`src/rtl/game_input_ctrl.sv`:
```
// game_input_ctrl
//   Player-input front end. Two-flop synchronises the five push-buttons and
//   the slide switches, debounces each button, and produces one-cycle press
//   pulses. Direction buttons auto-repeat while held. Owns the top-level
//   game-mode FSM that selects which game core is enabled.
//
// Ports
//   clk                  system clock, rising edge
//   clr                  synchronous active-high reset
//   btn[4:0]             raw buttons: 0 up, 1 down, 2 left, 3 right, 4 centre
//   sw[4:0]              raw switches: 0 abort, 1 game select, 4:2 pass-through
//   game_over_classic    one-cycle pulse from the classic core
//   game_over_infinity   one-cycle pulse from the infinity core
//   btn_level[4:0]       debounced button state
//   btn_pulse[4:0]       one-cycle press pulse (plus auto-repeat on [3:0])
//   sw_sync[4:0]         synchronised switches
//   mode[2:0]            0 MENU, 1 CLASSIC, 2 INFINITY, 3 RESULT
//   enable_game_classic  high only in CLASSIC
//   enable_game_infinity high only in INFINITY
module game_input_ctrl #(
  parameter int DEBOUNCE_CYCLES = 1_000_000,
  parameter int REPEAT_DELAY    = 50_000_000,
  parameter int REPEAT_RATE     = 10_000_000
) (
  input  logic       clk,
  input  logic       clr,
  input  logic [4:0] btn,
  input  logic [4:0] sw,
  input  logic       game_over_classic,
  input  logic       game_over_infinity,
  output logic [4:0] btn_level,
  output logic [4:0] btn_pulse,
  output logic [4:0] sw_sync,
  output logic [2:0] mode,
  output logic       enable_game_classic,
  output logic       enable_game_infinity
);

  localparam int DW   = $clog2(DEBOUNCE_CYCLES);
  localparam int RMAX = (REPEAT_DELAY > REPEAT_RATE) ? REPEAT_DELAY : REPEAT_RATE;
  localparam int RW   = (RMAX > 1) ? $clog2(RMAX) : 1;

  localparam logic [DW-1:0] DEB_MAX   = DW'(DEBOUNCE_CYCLES - 1);
  localparam logic [RW-1:0] DELAY_MAX = RW'(REPEAT_DELAY - 1);
  localparam logic [RW-1:0] RATE_MAX  = RW'(REPEAT_RATE - 1);

  typedef enum logic [1:0] {
    MENU     = 2'd0,
    CLASSIC  = 2'd1,
    INFINITY = 2'd2,
    RESULT   = 2'd3
  } mode_t;

  // Synchronisers
  logic [4:0] btn_m;
  logic [4:0] btn_s;
  logic [4:0] sw_m;

  always_ff @(posedge clk) begin
    if (clr) begin
      btn_m   <= '0;
      btn_s   <= '0;
      sw_m    <= '0;
      sw_sync <= '0;
    end else begin
      btn_m   <= btn;
      btn_s   <= btn_m;
      sw_m    <= sw;
      sw_sync <= sw_m;
    end
  end

  // Debounce
  logic [DW-1:0] deb_cnt     [5];
  logic [DW-1:0] deb_cnt_nxt [5];
  logic [4:0]    level_nxt;
  logic [4:0]    rise;

  always_comb begin
    level_nxt = btn_level;
    for (int unsigned i = 0; i < 5; i++) begin
      deb_cnt_nxt[i] = '0;
      if (btn_s[i] != btn_level[i]) begin
        if (deb_cnt[i] == DEB_MAX) begin
          level_nxt[i] = btn_s[i];
        end else begin
          deb_cnt_nxt[i] = deb_cnt[i] + DW'(1);
        end
      end
    end
    rise = level_nxt & ~btn_level;
  end

  // Auto-repeat for the four direction buttons. The hold counter is evaluated
  // against the next level so a release and a due repeat landing on the same
  // edge never emit a pulse. rep_phase selects the initial delay (0) or the
  // steady repeat interval (1).
  logic [RW-1:0] rep_cnt       [4];
  logic [RW-1:0] rep_cnt_nxt   [4];
  logic [3:0]    rep_phase;
  logic [3:0]    rep_phase_nxt;
  logic [3:0]    rep_fire;

  always_comb begin
    rep_phase_nxt = '0;
    rep_fire      = '0;
    for (int unsigned i = 0; i < 4; i++) begin
      rep_cnt_nxt[i] = '0;
      if (level_nxt[i] && !rise[i]) begin
        if (rep_cnt[i] == (rep_phase[i] ? RATE_MAX : DELAY_MAX)) begin
          rep_fire[i]      = 1'b1;
          rep_phase_nxt[i] = 1'b1;
        end else begin
          rep_cnt_nxt[i]   = rep_cnt[i] + RW'(1);
          rep_phase_nxt[i] = rep_phase[i];
        end
      end
    end
  end

  always_ff @(posedge clk) begin
    if (clr) begin
      btn_level <= '0;
      btn_pulse <= '0;
      rep_phase <= '0;
      for (int unsigned i = 0; i < 5; i++) deb_cnt[i] <= '0;
      for (int unsigned i = 0; i < 4; i++) rep_cnt[i] <= '0;
    end else begin
      btn_level <= level_nxt;
      btn_pulse <= rise | {1'b0, rep_fire};
      rep_phase <= rep_phase_nxt;
      for (int unsigned i = 0; i < 5; i++) deb_cnt[i] <= deb_cnt_nxt[i];
      for (int unsigned i = 0; i < 4; i++) rep_cnt[i] <= rep_cnt_nxt[i];
    end
  end

  // Mode FSM
  mode_t state;
  mode_t state_nxt;

  always_ff @(posedge clk) begin
    if (clr) state <= MENU;
    else     state <= state_nxt;
  end

  always_comb begin
    state_nxt = state;
    case (state)
      MENU:     if (btn_pulse[4]) state_nxt = sw_sync[1] ? INFINITY : CLASSIC;
      CLASSIC:  if (game_over_classic) state_nxt = RESULT;
      INFINITY: if (game_over_infinity) state_nxt = RESULT;
      RESULT:   if (btn_pulse[4]) state_nxt = MENU;
      default:  state_nxt = MENU;
    endcase
    // Abort overrides every other transition and holds MENU while set.
    if (sw_sync[0]) state_nxt = MENU;
  end

  assign mode                 = {1'b0, state};
  assign enable_game_classic  = (state == CLASSIC);
  assign enable_game_infinity = (state == INFINITY);

endmodule
```
`config.mk`:
```
export PLATFORM = sky130hd
export DESIGN_NAME = game_input_ctrl
export DESIGN_NICKNAME = d
export VERILOG_FILES = /design/src/rtl/game_input_ctrl.sv
export SDC_FILE = /design/constraint.sdc
export NUM_CORES = 1
export LEC_CHECK = 0
export ABC_AREA = 0
export CAP_MARGIN = 5
export CORE_ASPECT_RATIO = 1.75
export CORE_MARGIN = 8
export CORE_UTILIZATION = 57
export DETAILED_ROUTE_END_ITERATION = 8
export PLACE_DENSITY = 0.75
export SYNTH_ARGS = -nofsm -noshare
export SYNTH_HDL_FRONTEND = slang
export SYNTH_SLANG_ARGS = --single-unit
```
`constraint.sdc`:
```
create_clock -name clk -period 2.8 [get_ports clk]
set_input_delay 0.56 -clock clk [delete_from_list [all_inputs] [get_ports clk]]
set_output_delay 0.56 -clock clk [all_outputs]
set_load 0.05 [all_outputs]
```
==> run metrics <==
number of I/O port buffers=32; yosys synthesis warning count=0; terminus of the critical flop-to-flop path=rep_cnt[3][18]; Total Routing Usage GR=19.3%; H-tree levels=1; number of rows created at floorplan=68; Die Area=24500 um2; Min-Delay Path Depth=1; final sum of negative setup slack=0 ns; count of mapped cells out of synthesis=1260; number of primary I/O pins=34; critical path buffer and inverter count=2; Die H=201 um; peak ir drop on the vdd network=a little under 0.0006 V; synthesized net count=between 1000 and 1500; Sw Ratio=20.1%; async set or reset register ratio after synthesis=0%; top flip-flop cell by instance count after synthesis=sky130_fd_sc_hd__dfxtp_1; Worst path depth=3; clock slew seen by the registers of the worst setup and hold paths=0.06 ns; type of the tightest min-delay check=reg -> reg; initial antenna violation count=0; Worst Reg-to-Reg Cells=5; final critical-path required period=roughly 2.5 ns; Final period util=89.8%; global route overflow=0; synth-to-layout area growth=12.4%; Net count, final=around 1300; count of final hold-check violations=0; Post-CTS Setup Repair Bufs=0; number of gates resized after cts=0; Fill cells=around 1600; cell area after placement=11800 um2; drt initial violations=564; endpoint required time on the critical path=about 2.2 ns; standby leakage power=0.00362 uW; wire length reported by the detailed router=23.8 mm; source of the worst hold timing path=sw_m[1]; global-route wire length before repair=41.0 mm; first-pass iteration count of the detailed router=6; layout cell share with drive strength beyond 1=between 7 and 8%; largest fanout on the critical path=4; run status=finished clean; Slowest-stage cell, CP=sky130_fd_sc_hd__clkdlybuf4s50_1; Mapped Area=11200 um2; Routed WL per cell=~15 um; combinational power share=1.3%; HPWL Detailed=16.8 mm; final non-filler cell area=12600 um2; Setup violations, final=0; unrepaired setup endpoints after global routing=no; sequential share of power=approximately half; worst skew pair latency=0.52 ns; worst setup slack after layout=around 0.28 ns; global placer's final weighted congestion=0.868; type of element launching the critical path=flop; power share of the clock group=about half; cell breakdown of the critical path=inv_1, ha_1, clkdlybuf4s50_1; number of flip-flops and latches in the synthesized netlist=240; initial standard-cell utilization of the core=57.4%; Synth cell types=63; max frequency=~400 MHz; worst slew slack as a fraction of its limit=26.4%; DRC violation count after routing=0; pre-CTS setup slack=~0.45 ns; critical path class=reg -> out; Setup Skew=0.0267 ns; worst-case hold path end point=sw_sync[1]; Crit. End Element=primary output; Switch Pwr=1370 uW; peak per-stage delay on the critical path=0.81 ns; number of global-route vias before repair=9157; Least-Margin Pin Slew=1.10 ns; count of nets left with antenna violations after detail routing=0; die outline width=122 um; worst reg2reg path startpoint=deb_cnt[0][70]; placeable core region=about 19000 um2; TritonCTS clock tree=done; internal power of the cells=5470 uW; max-cap viol count=0; Inserted Clock Buffers=23; sink count of the clock tree=240; signal arrival time at the worst endpoint=1.96 ns; Final Max Tran Viols=0; average instance area after synthesis=8.88 um2; dominant delay contributor by cell family on the critical path=buffers and inverters; largest buffer count on any clock path=3; Clock Tree Root=sky130_fd_sc_hd__clkbuf_16; number of enable-type register cells in the synthesized netlist=0; sequential area share after synthesis=42.9%; register-to-register path setup slack=0.40 ns; power per unit of standard cell area=544 nW/um2; largest net degree at the start of global routing=34; vias per cell=6.15; routed via count=9492; hold-fix buffers at CTS=0; diode insertion count for antenna repair=0
## Yosys cell counts, drive strengths merged, types with 9 or more instances
| cell type | count | area share (%) |
|---|---|---|
| a211oi | 49 | 3.6 |
| a21oi | 32 | 1.4 |
| and2 | 9 | 0.50 |
| and3 | 18 | 1.0 |
| and4 | 22 | 1.7 |
| buf | 11 | 0.62 |
| clkbuf | 47 | 1.6 |
| dfxtp | 240 | 43 |
| ha | 14 | 1.6 |
| inv | 38 | 1.3 |
| nand2 | 65 | 2.2 |
| nand3 | 76 | 3.4 |
| nand4 | 68 | 3.9 |
| nor2 | 88 | 3.0 |
| nor2b | 21 | 1.2 |
| nor3 | 76 | 3.4 |
| nor3b | 9 | 0.60 |
| nor4 | 29 | 1.6 |
| nor4b | 13 | 1.0 |
| o21ai | 41 | 1.8 |
| o31ai | 32 | 2.2 |
| or3 | 41 | 2.3 |
| or4 | 43 | 3.0 |
| xnor2 | 56 | 4.4 |
| xor2 | 59 | 4.6 |
## registers in the layout (all words and copies together), names as in the netlist
signal / cells
btn_level: 5
btn_m: 5
btn_pulse: 5
btn_s: 5
deb_cnt: 100
rep_cnt: 104
rep_phase: 4
state: 2
sw_m: 5
sw_sync: 5
## cell usage in the layout, fill, tap and decap left out, drive strengths merged, types with 14 or more instances in the layout
master / n
dfxtp: 240
nor2: 88
nand3: 76
nor3: 76
nand4: 68
nand2: 65
xor2: 59
xnor2: 56
a211oi: 49
or4: 43
or3: 41
o21ai: 41
inv: 40
clkbuf: 33
a21oi: 32
clkdlybuf4s50: 32
o31ai: 32
nor4: 29
buf: 22
and4: 22
nor2b: 21
and3: 18
ha: 14
## cells by family (layout without fill, tap and decap cells)
kind of cell,Yosys count,count (layout),share of synthesized area (%)
simple gates,605,605,30.9
flops,240,240,42.9
compound gates,186,186,11.9
xor+xnor,115,115,9.00
buf+inv,97,135,3.51
fa+ha+maj,14,14,1.57
mux,2,2,0.179
other cells,1,1,0.0335
## per-layer routing
| layer | track usage (%) | part of all wire (%) |
|---|---|---|
| met1 | 20.9 | 40 |
| met2 | 36.4 | 54 |
| met3 | 2.55 | 3.7 |
| met4 | 6.56 | 2.3 |
| met5 | 0 | 0 |
## final cells by class
cell class	count	area (um2)	area share, %
Multi-Input combinational cell	923	6020	47.8
Sequential cell	240	4800	38.2
Clock buffer	33	693	5.51
Timing Repair Buffer	54	485	3.86
Tap cell	245	307	2.44
Inverter	39	146	1.16
Clock inverter	9	128	1.01
## per-stage QoR
step	total power, uW	util (%)	hold WS (ns)	std cells
after global routing	7040	64.6	0.451	1543
after CTS	6910	64.6	0.441	1543
after global placement	3600	60.4	0.417	1501
after detailed placement	3600	60.4	0.423	1501
final	6840	64.6	0.437	1543
after floorplan	3560	-	0.413	1260
## how the worst max path moves through the flow
stage | to | start
6_report | enable_game_infinity | state[0]
5_1_grt | rep_cnt[3][18] | deb_cnt[0][70]
4_1_cts | enable_game_infinity | state[0]
3_5_place_dp | rep_cnt[3][18] | deb_cnt[0][70]
3_3_place_gp | rep_cnt[3][3] | deb_cnt[0][70]
2_1_floorplan | rep_cnt[0][20] | rep_cnt[0][0]
## power by group through the flow
stage | combinational [uW] | clock [uW] | sequential, uW
finish | 86.8 | 3310 | 3440
global route | 93.6 | 3510 | 3440
CTS | 87.7 | 3380 | 3440
detailed placement | 87.5 | 0 | 3520
global placement | 86.7 | 0 | 3520
floorplan | 39.7 | 0 | 3520
Power figures use the tool's default switching activity.
